`src/rtl/onehot_rr_arbiter.sv`:
```
// Round-robin arbiter for 8 requesters with registered one-hot and binary grant outputs.
// Each ownership ends in exactly one dead GAP cycle; it ends on release or after MAX_HOLD cycles.
module onehot_rr_arbiter #(
  parameter int N        = 8,
  parameter int IDX_W    = 3,
  parameter int MAX_HOLD = 16
) (
  input  logic             clk,
  input  logic             rst,
  input  logic [N-1:0]     req,
  output logic [N-1:0]     gnt,
  output logic [IDX_W-1:0] gnt_idx,
  output logic             gnt_valid,
  output logic             timeout
);

  typedef enum logic [1:0] {IDLE, GRANT, GAP} state_t;

  localparam logic [7:0] HOLD_LAST = 8'(MAX_HOLD - 1);

  state_t           state, state_nxt;
  logic [IDX_W-1:0] ptr, ptr_nxt;
  logic [7:0]       hold_cnt, hold_nxt;
  logic [N-1:0]     gnt_nxt;
  logic [IDX_W-1:0] idx_nxt;
  logic             valid_nxt, timeout_nxt;
  logic [IDX_W-1:0] win_idx, pos;

  // Scan from the far end back toward ptr so the closest set bit (in rotation order) is written last.
  always_comb begin
    win_idx = '0;
    pos     = '0;
    for (int k = N - 1; k >= 0; k--) begin
      pos = ptr + IDX_W'(k);
      if (req[pos]) win_idx = pos;
    end
  end

  always_comb begin
    state_nxt   = state;
    ptr_nxt     = ptr;
    hold_nxt    = hold_cnt;
    gnt_nxt     = gnt;
    idx_nxt     = gnt_idx;
    valid_nxt   = gnt_valid;
    timeout_nxt = 1'b0;
    case (state)
      IDLE, GAP: begin
        if (|req) begin
          state_nxt = GRANT;
          gnt_nxt   = {{(N-1){1'b0}}, 1'b1} << win_idx;
          idx_nxt   = win_idx;
          valid_nxt = 1'b1;
          hold_nxt  = 8'd0;
        end else begin
          state_nxt = IDLE;
          gnt_nxt   = '0;
          idx_nxt   = '0;
          valid_nxt = 1'b0;
        end
      end
      GRANT: begin
        if (!req[gnt_idx] || hold_cnt == HOLD_LAST) begin
          state_nxt   = GAP;
          ptr_nxt     = gnt_idx + IDX_W'(1);
          gnt_nxt     = '0;
          idx_nxt     = '0;
          valid_nxt   = 1'b0;
          hold_nxt    = 8'd0;
          // A still-requesting owner can only be leaving because the hold limit hit.
          timeout_nxt = req[gnt_idx];
        end else begin
          hold_nxt = hold_cnt + 8'd1;
        end
      end
      default: begin
        state_nxt = IDLE;
        gnt_nxt   = '0;
        idx_nxt   = '0;
        valid_nxt = 1'b0;
        hold_nxt  = 8'd0;
      end
    endcase
  end

  always_ff @(posedge clk or posedge rst) begin
    if (rst) begin
      state     <= IDLE;
      ptr       <= '0;
      hold_cnt  <= 8'd0;
      gnt       <= '0;
      gnt_idx   <= '0;
      gnt_valid <= 1'b0;
      timeout   <= 1'b0;
    end else begin
      state     <= state_nxt;
      ptr       <= ptr_nxt;
      hold_cnt  <= hold_nxt;
      gnt       <= gnt_nxt;
      gnt_idx   <= idx_nxt;
      gnt_valid <= valid_nxt;
      timeout   <= timeout_nxt;
    end
  end

endmodule

```
`config.mk`:
```
export PLATFORM = sky130hd
export DESIGN_NAME = onehot_rr_arbiter
export DESIGN_NICKNAME = d
export VERILOG_FILES = /design/src/rtl/onehot_rr_arbiter.sv
export SDC_FILE = /design/constraint.sdc
export NUM_CORES = 1
export LEC_CHECK = 0
export CAP_MARGIN = 30
export CORE_MARGIN = 4
export CORE_UTILIZATION = 35
export CTS_BUF_LIST = sky130_fd_sc_hd__clkbuf_4
export DETAILED_ROUTE_END_ITERATION = 12
export SETUP_SLACK_MARGIN = 0.4
export SYNTH_ARGS = -nofsm -noshare
export SYNTH_HDL_FRONTEND = slang
export SYNTH_SLANG_ARGS = --single-unit
```
`constraint.sdc`:
```
create_clock -name clk -period 3.25 [get_ports clk]
set_input_delay 0.975 -clock clk [delete_from_list [all_inputs] [get_ports clk]]
set_output_delay 0.975 -clock clk [all_outputs]
set_load 0.05 [all_outputs]
```
; After elaboration in Yosys (flattened, before gate mapping)
; Cells that the tools add are included.
[word_totals]
rom_bits = 0
regBits = 26
ramBits = 0
input_bits = 10
latch_bits = 0
memories = 0
[classes]
n_eq_ne = 5
n_reduce_logical = 6
n_lt_le_gt_ge = 9
shift = 1
n_mul = 0
mux = 43
n_div = 0
n_addsub = 9
n_bitwise = 0
[ops]
columns = cell, n
row1 = "3-bit by 4-bit < comparator with 1-bit output, second input constant", 9
row2 = 8-bit two-way mux, 4
row3 = 8-bit case mux with 2 select lines, 2
row4 = 3-bit two-way mux, 10
row5 = 1-bit binary-select mux with 3-bit select, 9
row6 = 1-bit two-way mux, 14
row7 = "3-bit adder, second input constant", 4
row8 = "8-bit by 1-bit adder with 8-bit output, second input constant", 1
row9 = "8-bit by 4-bit == test with 1-bit output, second input constant", 1
row10 = 8-bit OR reduction, 1
row11 = "1-bit by 3-bit left shift with 8-bit output, first input constant", 1
row12 = "3-bit by 1-bit adder with 3-bit output, second input constant", 2
row13 = "3-bit by 2-bit adder with 3-bit output, second input constant", 2
row14 = 3-bit case mux with 2 select lines, 1
row15 = "2-bit != test, second input constant", 2
row16 = 2-bit case mux with 2 select lines, 1
row17 = "2-bit by 1-bit == test with 1-bit output, second input constant", 1
row18 = "2-bit == test, second input constant", 1
row19 = 2-bit logical NOT, 1
row20 = 2-bit two-way mux, 1
row21 = 1-bit case mux with 2 select lines, 1
row22 = 2-bit AND reduction, 1
row23 = 2-bit OR reduction, 1
row24 = 1-bit logical NOT, 1
row25 = 1-bit logical OR, 1

; Depth between registers and ports, before layout
; Gate-level depths: netlist of the first run.
[depth]
ltp_word = 14
depth_mapped = 12
mapped_depth_nobuf = 9

; Worst setup path before layout of the first run
; OpenSTA, ideal clock, no wires.
[synth_path]
kind = register to register
startpoint = register ptr[0]
endpoint = register gnt[1]
required_time_ps = 3128
path_stages_with_launch = 13
period_less_slack_ps = 3056
setup_slack_ps = 194
arrival_ps = 2934
setup_ps = 122
cell_sequence = dfrtp_1 -> buf_6 -> clkbuf_8 -> inv_1 -> ha_1 -> buf_4 -> mux2i_1 -> mux2i_1 -> o221ai_2 -> o311a_1 -> o311a_1 -> o31a_1 -> a32o_1
[synth_via]
elab_chain_cells = 14
elab_cells_between_ends = 34
cone_classes = add/sub: 7 / shift: 1 / mux: 26
[synth_lines]
columns = element, line_no
row1 = from (decl), 22  ; logic [IDX_W-1:0] ptr, ptr_nxt;
row2 = from (signal assigned), 97  ; ptr <= ptr_nxt;
row3 = 3-bit adder, 34  ; pos = ptr + IDX_W'(k);
row4 = 1-bit binary-select mux with 3-bit select, 35  ; if (req[pos]) win_idx = pos;
row5 = 1-bit two-way mux (implied by the code), 35
row6 = 3-bit two-way mux (7 in series), 35
row7 = 3-bit two-way mux *, 35
row8 = 1-bit by 3-bit left shift with 8-bit output *, 51  ; gnt_nxt = {{(N-1){1'b0}}, 1'b1} << win_idx;
row9 = 8-bit two-way mux *, 49  ; if (|req) begin
row10 = 8-bit case mux with 2 select lines *, 47  ; case (state)
row11 = to (signal assigned), 99  ; gnt <= gnt_nxt;
row12 = to (decl), 11  ; output logic [N-1:0] gnt,
; Mark *: on every way between the ends. The rest lies on a longest branch, timed or not. The select of a mux whose other input is x is not followed.
; A chain may end at the register's enable or synchronous reset.

; Worst setup path after layout of the first run
[layout_path]
startpoint = input req[4]
endpoint = register gnt[5]
[layout_via]
elab_chain_cells = 13
elab_cells_between_ends = 33
cone_classes = eq/ne: 1 / shift: 1 / mux: 28 / reduce/logical: 3
[layout_lines]
columns = element, line_no
row1 = from (decl), 10  ; input logic [N-1:0] req,
row2 = 1-bit binary-select mux with 3-bit select, 35
row3 = 1-bit two-way mux (implied by the code), 35
row4 = 3-bit two-way mux (8 in series), 35
row5 = 1-bit by 3-bit left shift with 8-bit output, 51
row6 = 8-bit two-way mux, 49
row7 = 8-bit case mux with 2 select lines, 47
; Parallel ways exist; a longest one is shown, timed or not. The select of a mux whose other input is x is not followed.

==> flow_metrics.env, run 1 <==
export IMPL_syn_num_nets=226
export IMPL_yosysWarnings=0
export IMPL_min_path_cells=2
export IMPL_ant_nets=0
export IMPL_leakagePower_uw=0.00122
export IMPL_worstHoldStart="gnt[0]$_DFFE_PP0P_"
export IMPL_rr_startpoint="ptr[0]$_DFFE_PP0P_"
export IMPL_cts_sinks=25
export IMPL_whs_ns=0.496
export IMPL_yosysSeqAreaShare=0.291
export IMPL_via_per_inst=5.71
export IMPL_finalCriticalPeriod_ns=2.88
export IMPL_worst_pin_slew_ns=0.754
export IMPL_area_delta_synth_final_pct=34.2
export IMPL_crit_path_end_kind="flop"
export IMPL_multi_input_area_mm2=0.00148
export IMPL_nFillCells=551
export IMPL_critical_path_cell_chain="clkdlybuf4s15_2 -> mux4_2 -> nand2_1 -> nand2_2 -> o311a_1 -> o311a_1 -> o31a_1 -> a32o_1"
export IMPL_hold_path_class="flop to flop"
export IMPL_fmax_mhz=348
export IMPL_drt_iter0_drc=179
export IMPL_synth_area_mm2=0.00215
export IMPL_regArea_um2=627
export IMPL_port_buffers=22
export IMPL_place_hpwl_um=4150
export IMPL_grt_pass1_vias=1901
export IMPL_async_flop_share=1.00
export IMPL_place_ws_ns=-0.238
export IMPL_ff2ff_path_depth=9
export IMPL_cpLargestDelayFamily="compound AO/OA/AOI/OAI gates"
export IMPL_synth_top_cells_by_area="dfrtp_1 29%, mux4_2 12%, nand2_1 5.4%"
export IMPL_r2r_end="gnt[5]$_DFFE_PP0P_"
export IMPL_finClkSkew_ns=0.00508
export IMPL_drive_above_1_share=0.380
export IMPL_fin_crit_sh=0.885
export IMPL_hold_end="gnt[0]$_DFFE_PP0P_"
export IMPL_grt_util_all_layers=0.161
export IMPL_status="complete, no violations"
export IMPL_dpl_instance_area_mm2=0.00262
export IMPL_report_final_slew_viol_count=0
export IMPL_required_ns=3.47
export IMPL_synth_edf_count=0
export IMPL_worst_slack_ns=0.374
export IMPL_cts_root_buffer="clkbuf_4"
export IMPL_yosys_area_top_type_share=0.291
export IMPL_clock_path_buffers=2
export IMPL_maxCapViolCount=0
export IMPL_clk_latency_ns=0.32
export IMPL_drc=0
export IMPL_cp_slowest_cell="mux4_2"
export IMPL_slew_headroom=0.497
export IMPL_cts_tree="built"
export IMPL_path_common_cell="o311a_1"
export IMPL_placed_cells=328
export IMPL_die_h_um=86.3
export IMPL_gr_total_overflow=0
export IMPL_final_setup_viol_count=0
export IMPL_syn_avg_cell_area_um2=10.1
export IMPL_antenna_found_initial=0
export IMPL_routedWlPerCell_um=17.0
export IMPL_crit_arrival_ns=3.10
export IMPL_stdcell_area_mm2=0.00288
export IMPL_grt_start_max_net_pins=26
export IMPL_rows=28
export IMPL_die_area_mm2=0.00746
export IMPL_dr_pass1_iters=4
export IMPL_clk_pin_slew_worst_paths_ns=0.14
export IMPL_worstPathMaxFanout=5
export IMPL_gp_congestion=0.911
export IMPL_ctsHoldBuffers=0
export IMPL_cts_buffers=3
export IMPL_ioPinCount=23
export IMPL_power_density_mw_per_mm2=1200
export IMPL_core_area_mm2=0.00596
export IMPL_synthCells=212
export IMPL_ys_seq_elements=25
export IMPL_path_class="input port to flop"
export IMPL_initial_core_util=0.361
export IMPL_synth_top_cell_by_area="dfrtp_1"
export IMPL_timing_reg2reg_setup_slack_ns=0.41
export IMPL_start_kind="input port"
export IMPL_stdcell_count=349
export IMPL_n_antenna_cell=0
export IMPL_htreeDepth=1
export IMPL_worst_path_buf_inv=1
export IMPL_final_nets=289
export IMPL_grt_first_pass_wirelength_um=9620
export IMPL_die_x_um=86.3
export IMPL_dominantRegCellSynth="dfrtp_1"
export IMPL_cpPeakStageDelay_ns=0.48
export IMPL_routed_wl_um=5920
export IMPL_hold_viol=0
export IMPL_routed_via_count=1994
export IMPL_synth_cell_types=50
export IMPL_rsz0062_at_grt="true"
export IMPL_vdd_drop_max_mv=0.619
## worst max path at each step
| stage | start | end | slack [ns] | depth (start not counted) |
|---|---|---|---|---|
| 2_1_floorplan | req[3] | gnt[1]$_DFFE_PP0P_ | 0.31 | 7 |
| 3_3_place_gp | req[0] | gnt[5]$_DFFE_PP0P_ | -0.21 | 8 |
| 3_5_place_dp | req[7] | gnt[2]$_DFFE_PP0P_ | -0.24 | 8 |
| 4_1_cts | req[1] | gnt[5]$_DFFE_PP0P_ | 0.40 | 8 |
| 5_1_grt | ptr[0]$_DFFE_PP0P_ | gnt[2]$_DFFE_PP0P_ | 0.31 | 9 |
| 6_report | req[4] | gnt[5]$_DFFE_PP0P_ | 0.37 | 8 |
## placed cells by master (no fill, tap or decap), drive strengths merged, types with 2 or more instances in the layout
cell type      instances
a21o                   2
a21oi                 15
a31oi                  2
a32o                   4
and3                   3
buf                   46
clkbuf                 9
clkdlybuf4s15          3
clkdlybuf4s50         14
clkinvlp               2
dfrtp                 25
ha                     4
inv                    6
mux2                   4
mux2i                 13
mux4                  15
nand2                 32
nand2b                 2
nand3                  8
nor2                  12
nor3                   2
nor4                   3
o21ai                 17
o221ai                 4
o311a                  2
o31ai                  6
xnor2                  3
xor2                   2
## metal layers
metal  share of wire  wire length (um)  GRT usage
met1            0.44              2610      0.230
met3           0.051               304     0.0352
met2            0.50              2950      0.248
met4           0.010                61     0.0425
met5               0                 0          0
## per-stage QoR
| stage | total power [uW] | setup TNS, ns | utilization |
|---|---|---|---|
| finish | 3470 | 0 | 0.484 |
| global placement | 2930 | -1.76 | 0.438 |
| floorplan | 2350 | 0 | - |
| CTS | 3240 | 0 | 0.467 |
| detailed placement | 2960 | -1.92 | 0.440 |
| global route | 3750 | 0 | 0.484 |
## where the power goes
group	switching [uW]	internal, uW	leakage [uW]
sequential	113	386	0.000332
clock	92.3	47.0	0.0000139
combinational	1430	1400	0.000870
## cells by family after synthesis
| kind of cell | after synthesis | share of synthesized area |
|---|---|---|
| compound gates | 61 | 0.197 |
| xor+xnor | 5 | 0.0326 |
| fa+ha+maj | 4 | 0.0233 |
| buf+inv | 18 | 0.0577 |
| flops | 25 | 0.291 |
| mux | 32 | 0.255 |
| simple gates | 67 | 0.143 |
## repair_timing
action / CTS / global route
cloned: 0 / 1
buffers inserted: 9 / 7
endpoints found under the setup margin: 11 / 10
pin swaps: 9 / 14
gates resized for setup: 36 / 20
## flip-flops by register name (all words and copies together) (netlist names)
signal and cells:
timeout 1, state 2, hold_cnt 8, gnt_idx 3
gnt 8, ptr 3
## tightest hold or removal path: stages (launching register included)
cell and delay [ns]:
dfrtp_1 0.37, nand2_1 0.05, o31ai_1 0.05
## layout make-up
type,instances,area share
multi-input combinational,169,0.514
sequential,25,0.217
timing repair buffer,69,0.215
tap,75,0.0325
inverter,7,0.0104
clock buffer,3,0.00781
clock inverter,1,0.00260
## cell usage after synthesis (2+ instances only)
cell type and instances:
o311a_1 2, a21oi_1 15, xor2_1 2, nor3_1 2, o221ai_1 2, nor4_1 3, o21ai_1 3, a21o_1 2
inv_1 7, mux4_2 11, nor2_1 12, mux2_2 4, and3_1 3, buf_6 3, o221ai_2 2, a31oi_1 2
clkbuf_8 3, clkbuf_1 4, mux2i_2 2, a32o_1 4, dfrtp_1 25, nand2_1 31, nand2b_1 2, o21ai_0 14
o31ai_1 5, ha_1 4, nand3_1 8, mux4_1 4, mux2i_1 10
Note: power is estimated with default switching activity, not from simulation.
==> run 2, diff against run 1 <==
--- a/config.mk
+++ b/config.mk
@@ -6,7 +6,7 @@
 export NUM_CORES = 1
 export LEC_CHECK = 0
 export CAP_MARGIN = 30
-export CORE_MARGIN = 4
+export CORE_MARGIN = 2
 export CORE_UTILIZATION = 35
 export CTS_BUF_LIST = sky130_fd_sc_hd__clkbuf_4
 export DETAILED_ROUTE_END_ITERATION = 12
==> run 2 against run 1 <==
Net effect:
- sequential power fell by 4%
- worst hold slack hardly changed
- via count is 0.50% higher
- combinational power rose by 2%
- critical path type unchanged
- power is 1.0% higher
- final cell count increased by 1.4%
- setup slack better by 0.068 ns
- highest routed layer unchanged
- clock power is essentially flat
- global-route usage is 2.0 points higher
==> flow_metrics.env, run 2 (synthesis results as in run 1) <==
export IMPL_drc=0
export IMPL_grt_first_pass_wirelength_um=9420
export IMPL_cpPeakStageDelay_ns=0.51
export IMPL_grt_start_max_net_pins=26
export IMPL_crit_path_end_kind="flop"
export IMPL_top_regs="gnt x8, hold_cnt x8"
export IMPL_required_ns=3.52
export IMPL_final_nets=294
export IMPL_hold_viol=0
export IMPL_cts_sinks=25
export IMPL_gp_congestion=0.809
export IMPL_ant_nets=0
export IMPL_rsz0062_at_grt="false"
export IMPL_status="complete, no violations"
export IMPL_rows=28
export IMPL_ff2ff_path_depth=8
export IMPL_via_per_inst=5.66
export IMPL_ioPinCount=23
export IMPL_hold_end="gnt[6]$_DFFE_PP0P_"
export IMPL_path_common_cell="buf_4"
export IMPL_vdd_drop_max_mv=0.630
export IMPL_drive_above_1_share=0.387
export IMPL_routed_via_count=2004
export IMPL_antenna_found_initial=0
export IMPL_cp_slowest_cell="mux4_2"
export IMPL_place_hpwl_um=4230
export IMPL_finClkSkew_ns=0.00989
export IMPL_grt_pass1_vias=1913
export IMPL_power_density_mw_per_mm2=1230
export IMPL_initial_core_util=0.363
export IMPL_cts_tree="built"
export IMPL_fin_crit_sh=0.864
export IMPL_die_x_um=82.3
export IMPL_die_area_mm2=0.00678
export IMPL_final_cell_mix="49 x buf_4, 28 x nand2_1, 25 x dfrtp_1"
export IMPL_finalCriticalPeriod_ns=2.81
export IMPL_nFillCells=560
export IMPL_path_depth=13
export IMPL_hold_path_class="flop to flop"
export IMPL_start_kind="input port"
export IMPL_clk_latency_ns=0.32
export IMPL_timing_reg2reg_setup_slack_ns=0.50
export IMPL_worst_path_buf_inv=6
export IMPL_port_buffers=22
export IMPL_cts_root_buffer="clkbuf_4"
export IMPL_cts_buffers=3
export IMPL_routed_wl_um=5710
export IMPL_htreeDepth=1
export IMPL_maxCapViolCount=0
export IMPL_worstHoldStart="gnt[6]$_DFFE_PP0P_"
export IMPL_cpLargestDelayFamily="buffers and inverters"
export IMPL_clock_path_buffers=2
export IMPL_die_h_um=82.3
export IMPL_r2r_end="gnt[5]$_DFFE_PP0P_"
export IMPL_fmax_mhz=356
export IMPL_gr_total_overflow=0
export IMPL_dr_pass1_iters=4
export IMPL_final_setup_viol_count=0
export IMPL_cp_startpoint="req[5]"
export IMPL_leakagePower_uw=0.00122
export IMPL_drt_iter0_drc=118
export IMPL_setup_tns_final_ns=0
export IMPL_n_antenna_cell=0
export IMPL_routedWlPerCell_um=16.1
export IMPL_crit_arrival_ns=3.08
export IMPL_rr_startpoint="ptr[0]$_DFFE_PP0P_"
export IMPL_critical_path_cell_chain="clkbuf_2 -> mux4_2 -> nand2_2 -> nand2_2 -> buf_6 -> buf_4 -> buf_4 -> buf_4 -> o211ai_1 -> nand4_1 -> a31oi_1 -> buf_4 -> a32o_1"
export IMPL_report_final_slew_viol_count=0
export IMPL_slew_headroom=0.553
export IMPL_grt_util_all_layers=0.182
export IMPL_worst_pin_slew_ns=0.670
export IMPL_final_common_cell="buf_4"
export IMPL_final_util=0.484
export IMPL_path_class="input port to flop"
export IMPL_core_area_mm2=0.00592
export IMPL_min_path_cells=2
export IMPL_area_delta_synth_final_pct=33.3
export IMPL_worstPathMaxFanout=5
export IMPL_ctsHoldBuffers=0
export IMPL_clk_pin_slew_worst_paths_ns=0.14
## run 2: cell types whose count changed in the layout (fill, tap and decap cells not counted), moves of 2 or more
cell | previous run | this run
buf_4 | 29 | 49
buf_6 | 13 | 5
clkdlybuf4s15_2 | 3 | 0
buf_2 | 2 | 0
mux2i_1 | 7 | 5
mux2i_2 | 3 | 5
## run 2: final cells by class
class | instances | area, um2 | share of cell area
Clock inverter | 1 | 5.00 | 0.00175
Timing Repair Buffer | 74 | 609 | 0.213
Clock buffer | 3 | 22.5 | 0.00787
Multi-Input combinational cell | 169 | 1480 | 0.516
Inverter | 7 | 30.0 | 0.0105
Sequential cell | 25 | 626 | 0.219
Tap cell | 75 | 93.8 | 0.0328
## run 2: report_power, final
group,switching [uW],internal [uW]
clock network,93.4,46.1
registers,95.6,385
logic,1460,1430
## run 2: worst max path at each step
stage / to / slack [ns]
3_5_place_dp: gnt[5]$_DFFE_PP0P_ / -0.23
2_1_floorplan: gnt[1]$_DFFE_PP0P_ / 0.31
4_1_cts: gnt[5]$_DFFE_PP0P_ / 0.41
3_3_place_gp: gnt[1]$_DFFE_PP0P_ / -0.20
5_1_grt: gnt[5]$_DFFE_PP0P_ / 0.40
6_report: gnt[5]$_DFFE_PP0P_ / 0.44
## run 2: per-layer routing
layer | GRT usage | routed length (um)
met2 | 0.278 | 2740
met3 | 0.0348 | 281
met4 | 0.0533 | 76
met5 | 0 | 0
met1 | 0.261 | 2600
## run 2: stage by stage
stage	std cells	hold WS (ns)	area, um2	power (uW)	setup WS [ns]
CTS	352	0.506	2840	3410	0.409
floorplan	212	0.456	2190	2350	0.306
detailed placement	340	0.472	2720	3020	-0.232
global placement	339	0.468	2710	2990	-0.199
finish	354	0.497	2860	3510	0.442
global route	354	0.540	2860	3750	0.395
## run 2: what timing repair did
item                                    4_1_cts  5_1_grt
setup buffers                                 8        2
cloned                                        0        0
pin swaps                                     7       14
gates resized for setup                      25       21
endpoints found under the setup margin       16       10
## run 2: worst reg2reg max path, delay by kind of cell (launching register included)
family / cells / cell delay (ns)
simple gates: 1 / 0.06
mux: 2 / 0.74
fa+ha+maj: 1 / 0.36
buf+inv: 1 / 0.13
compound gates: 3 / 0.97
flops: 1 / 0.42
==> run 3, diff against run 2 <==
--- a/config.mk
+++ b/config.mk
@@ -14,3 +14,4 @@
 export SYNTH_ARGS = -nofsm -noshare
 export SYNTH_HDL_FRONTEND = slang
 export SYNTH_SLANG_ARGS = --single-unit
+export TNS_END_PERCENT = 100
==> constraint.sdc (replaced) <==
create_clock -name clk -period 3.25 [get_ports clk]
set_input_delay 0.4875 -clock clk [delete_from_list [all_inputs] [get_ports clk]]
set_output_delay 0.4875 -clock clk [all_outputs]
set_load 0.05 [all_outputs]
==> run 3 against run 2 <==
Net effect:
- die area stayed put
- worst hold slack worse by 0.00057 ns
- clock power hardly changed
- wire length is 8.1% lower
- sequential cell count stayed put
- sequential power is 1% higher
- critical path type is now flop to flop
- largest power group unchanged
==> flow_metrics.env, run 3 (synthesis results as in run 1) <==
export IMPL_min_path_cells=2
export IMPL_slew_headroom=0.392
export IMPL_grt_util_all_layers=0.171
export IMPL_worst_path_buf_inv=1
export IMPL_dpl_instance_area_mm2=0.00250
export IMPL_hold_end="gnt[6]$_DFFE_PP0P_"
export IMPL_timing_reg2reg_setup_slack_ns=0.52
export IMPL_worstPathMaxFanout=6
export IMPL_seqPwrFrac=0.158
export IMPL_whs_ns=0.496
export IMPL_required_ns=3.47
export IMPL_clock_path_buffers=2
export IMPL_rows=28
export IMPL_maxCapViolCount=0
export IMPL_gr_total_overflow=0
export IMPL_rsz0062_at_grt="false"
export IMPL_antenna_found_initial=0
export IMPL_fmax_mhz=367
export IMPL_vdd_drop_max_mv=0.620
export IMPL_initial_core_util=0.363
export IMPL_clk_pin_slew_worst_paths_ns=0.14
export IMPL_cts_tree="built"
export IMPL_power_frac_clock=0.045
export IMPL_die_area_mm2=0.00678
export IMPL_path_class="flop to flop"
export IMPL_status="complete, no violations"
export IMPL_drc=0
export IMPL_grt_start_max_net_pins=26
export IMPL_grt_first_pass_wirelength_um=8900
export IMPL_drive_above_1_share=0.238
export IMPL_via_per_inst=5.72
export IMPL_final_nets=263
export IMPL_htreeDepth=1
export IMPL_setup_tns_final_ns=0
export IMPL_path_depth=8
export IMPL_core_area_mm2=0.00592
export IMPL_r2r_end="gnt[5]$_DFFE_PP0P_"
export IMPL_cts_sinks=25
export IMPL_critical_path_cell_chain="buf_4 -> mux4_1 -> nand2_1 -> nand2_1 -> o311a_1 -> o311a_1 -> o31a_1 -> a32o_1"
export IMPL_top_regs="gnt x8, hold_cnt x8"
export IMPL_finalCriticalPeriod_ns=2.73
export IMPL_die_x_um=82.3
export IMPL_crit_arrival_ns=2.95
export IMPL_report_final_slew_viol_count=0
export IMPL_final_common_cell="nand2_1"
export IMPL_start_kind="flop"
export IMPL_grt_pass1_vias=1820
export IMPL_cpLargestDelayFamily="compound AO/OA/AOI/OAI gates"
export IMPL_worstHoldStart="gnt[6]$_DFFE_PP0P_"
export IMPL_dr_pass1_iters=4
export IMPL_combPwrFrac=0.797
export IMPL_cpPeakStageDelay_ns=0.64
export IMPL_fin_crit_sh=0.839
export IMPL_port_buffers=22
export IMPL_finClkSkew_ns=0.00567
export IMPL_ioPinCount=23
export IMPL_hold_path_class="flop to flop"
export IMPL_n_antenna_cell=0
export IMPL_ff2ff_path_depth=8
export IMPL_intPower_uw=1570
export IMPL_crit_path_end_kind="flop"
export IMPL_routedWlPerCell_um=16.2
export IMPL_cts_buffers=3
export IMPL_final_setup_viol_count=0
export IMPL_cts_root_buffer="clkbuf_4"
export IMPL_worst_pin_slew_ns=0.911
export IMPL_area_delta_synth_final_pct=22.1
export IMPL_place_hpwl_um=3850
export IMPL_gp_congestion=0.834
export IMPL_stdcell_area_mm2=0.00262
export IMPL_rr_startpoint="ptr[0]$_DFFE_PP0P_"
export IMPL_final_util=0.443
export IMPL_power_density_mw_per_mm2=1180
export IMPL_drt_iter0_drc=148
export IMPL_die_h_um=82.3
export IMPL_ant_nets=0
export IMPL_routed_wl_um=5250
export IMPL_switching_share=0.490
export IMPL_cp_slowest_cell="mux4_1"
export IMPL_leakagePower_uw=0.00107
export IMPL_clk_latency_ns=0.31
export IMPL_switchingPower_uw=1510
export IMPL_ctsHoldBuffers=0
export IMPL_hold_viol=0
export IMPL_final_cell_mix="31 x nand2_1, 24 x dfrtp_1, 22 x clkdlybuf4s50_1, 19 x buf_4"
export IMPL_routed_via_count=1848
[run 3: worst min-delay path: cells and delay by family, from the launching register on]
kind,cells,cell delay (ns)
DFF,1,0.37
AOI/OAI and AO/OA,1,0.05
and+or+nand+nor,1,0.05
[run 3: through the flow]
stage | setup slack, ns | power [uW] | instances
floorplan | 0.307 | 2350 | 212
global placement | 0.241 | 2720 | 311
detailed placement | 0.213 | 2730 | 312
CTS | 0.418 | 2990 | 320
global route | 0.391 | 3340 | 323
finish | 0.522 | 3090 | 323
[run 3: timing repair]
action | 4_1_cts | 5_1_grt
setup endpoints to repair | 6 | 10
gates resized for setup | 1 | 5
setup buffers | 4 | 3
pin swaps | 1 | 2
[run 3: area by class of cell]
| class | count | area [um2] |
|---|---|---|
| Fill cell | 548 | 3300 |
| Multi-Input combinational cell | 169 | 1450 |
| Sequential cell | 25 | 627 |
| Timing Repair Buffer | 43 | 394 |
| Tap cell | 75 | 93.8 |
| Inverter | 7 | 30.0 |
| Clock buffer | 3 | 22.5 |
| Clock inverter | 1 | 7.51 |
[run 3: how the worst max path moves through the flow]
| stage | startpoint | end | slack (ns) |
|---|---|---|---|
| 2_1_floorplan | ptr[0]$_DFFE_PP0P_ | gnt[1]$_DFFE_PP0P_ | 0.31 |
| 3_3_place_gp | req[3] | gnt[1]$_DFFE_PP0P_ | 0.24 |
| 3_5_place_dp | req[2] | gnt[5]$_DFFE_PP0P_ | 0.21 |
| 4_1_cts | ptr[0]$_DFFE_PP0P_ | gnt[5]$_DFFE_PP0P_ | 0.42 |
| 5_1_grt | ptr[0]$_DFFE_PP0P_ | gnt[5]$_DFFE_PP0P_ | 0.39 |
| 6_report | ptr[0]$_DFFE_PP0P_ | gnt[5]$_DFFE_PP0P_ | 0.52 |
[run 3: routing by layer]
layer / global-route usage / share of wire / up-vias
met5: 0 / 0 / -
met4: 0.0333 / 0.015 / 0
met3: 0.0272 / 0.042 / 10
met2: 0.277 / 0.48 / 50
met1: 0.241 / 0.47 / 896
li1: - / - / 892
[run 3: power by group through the flow]
stage | clock [uW] | combinational (uW) | sequential [uW]
final | 139 | 2460 | 488
after global routing | 163 | 2670 | 504
after CTS | 149 | 2350 | 490
after detailed placement | 0 | 2240 | 489
after global placement | 0 | 2230 | 492
after floorplan | 0 | 1780 | 565
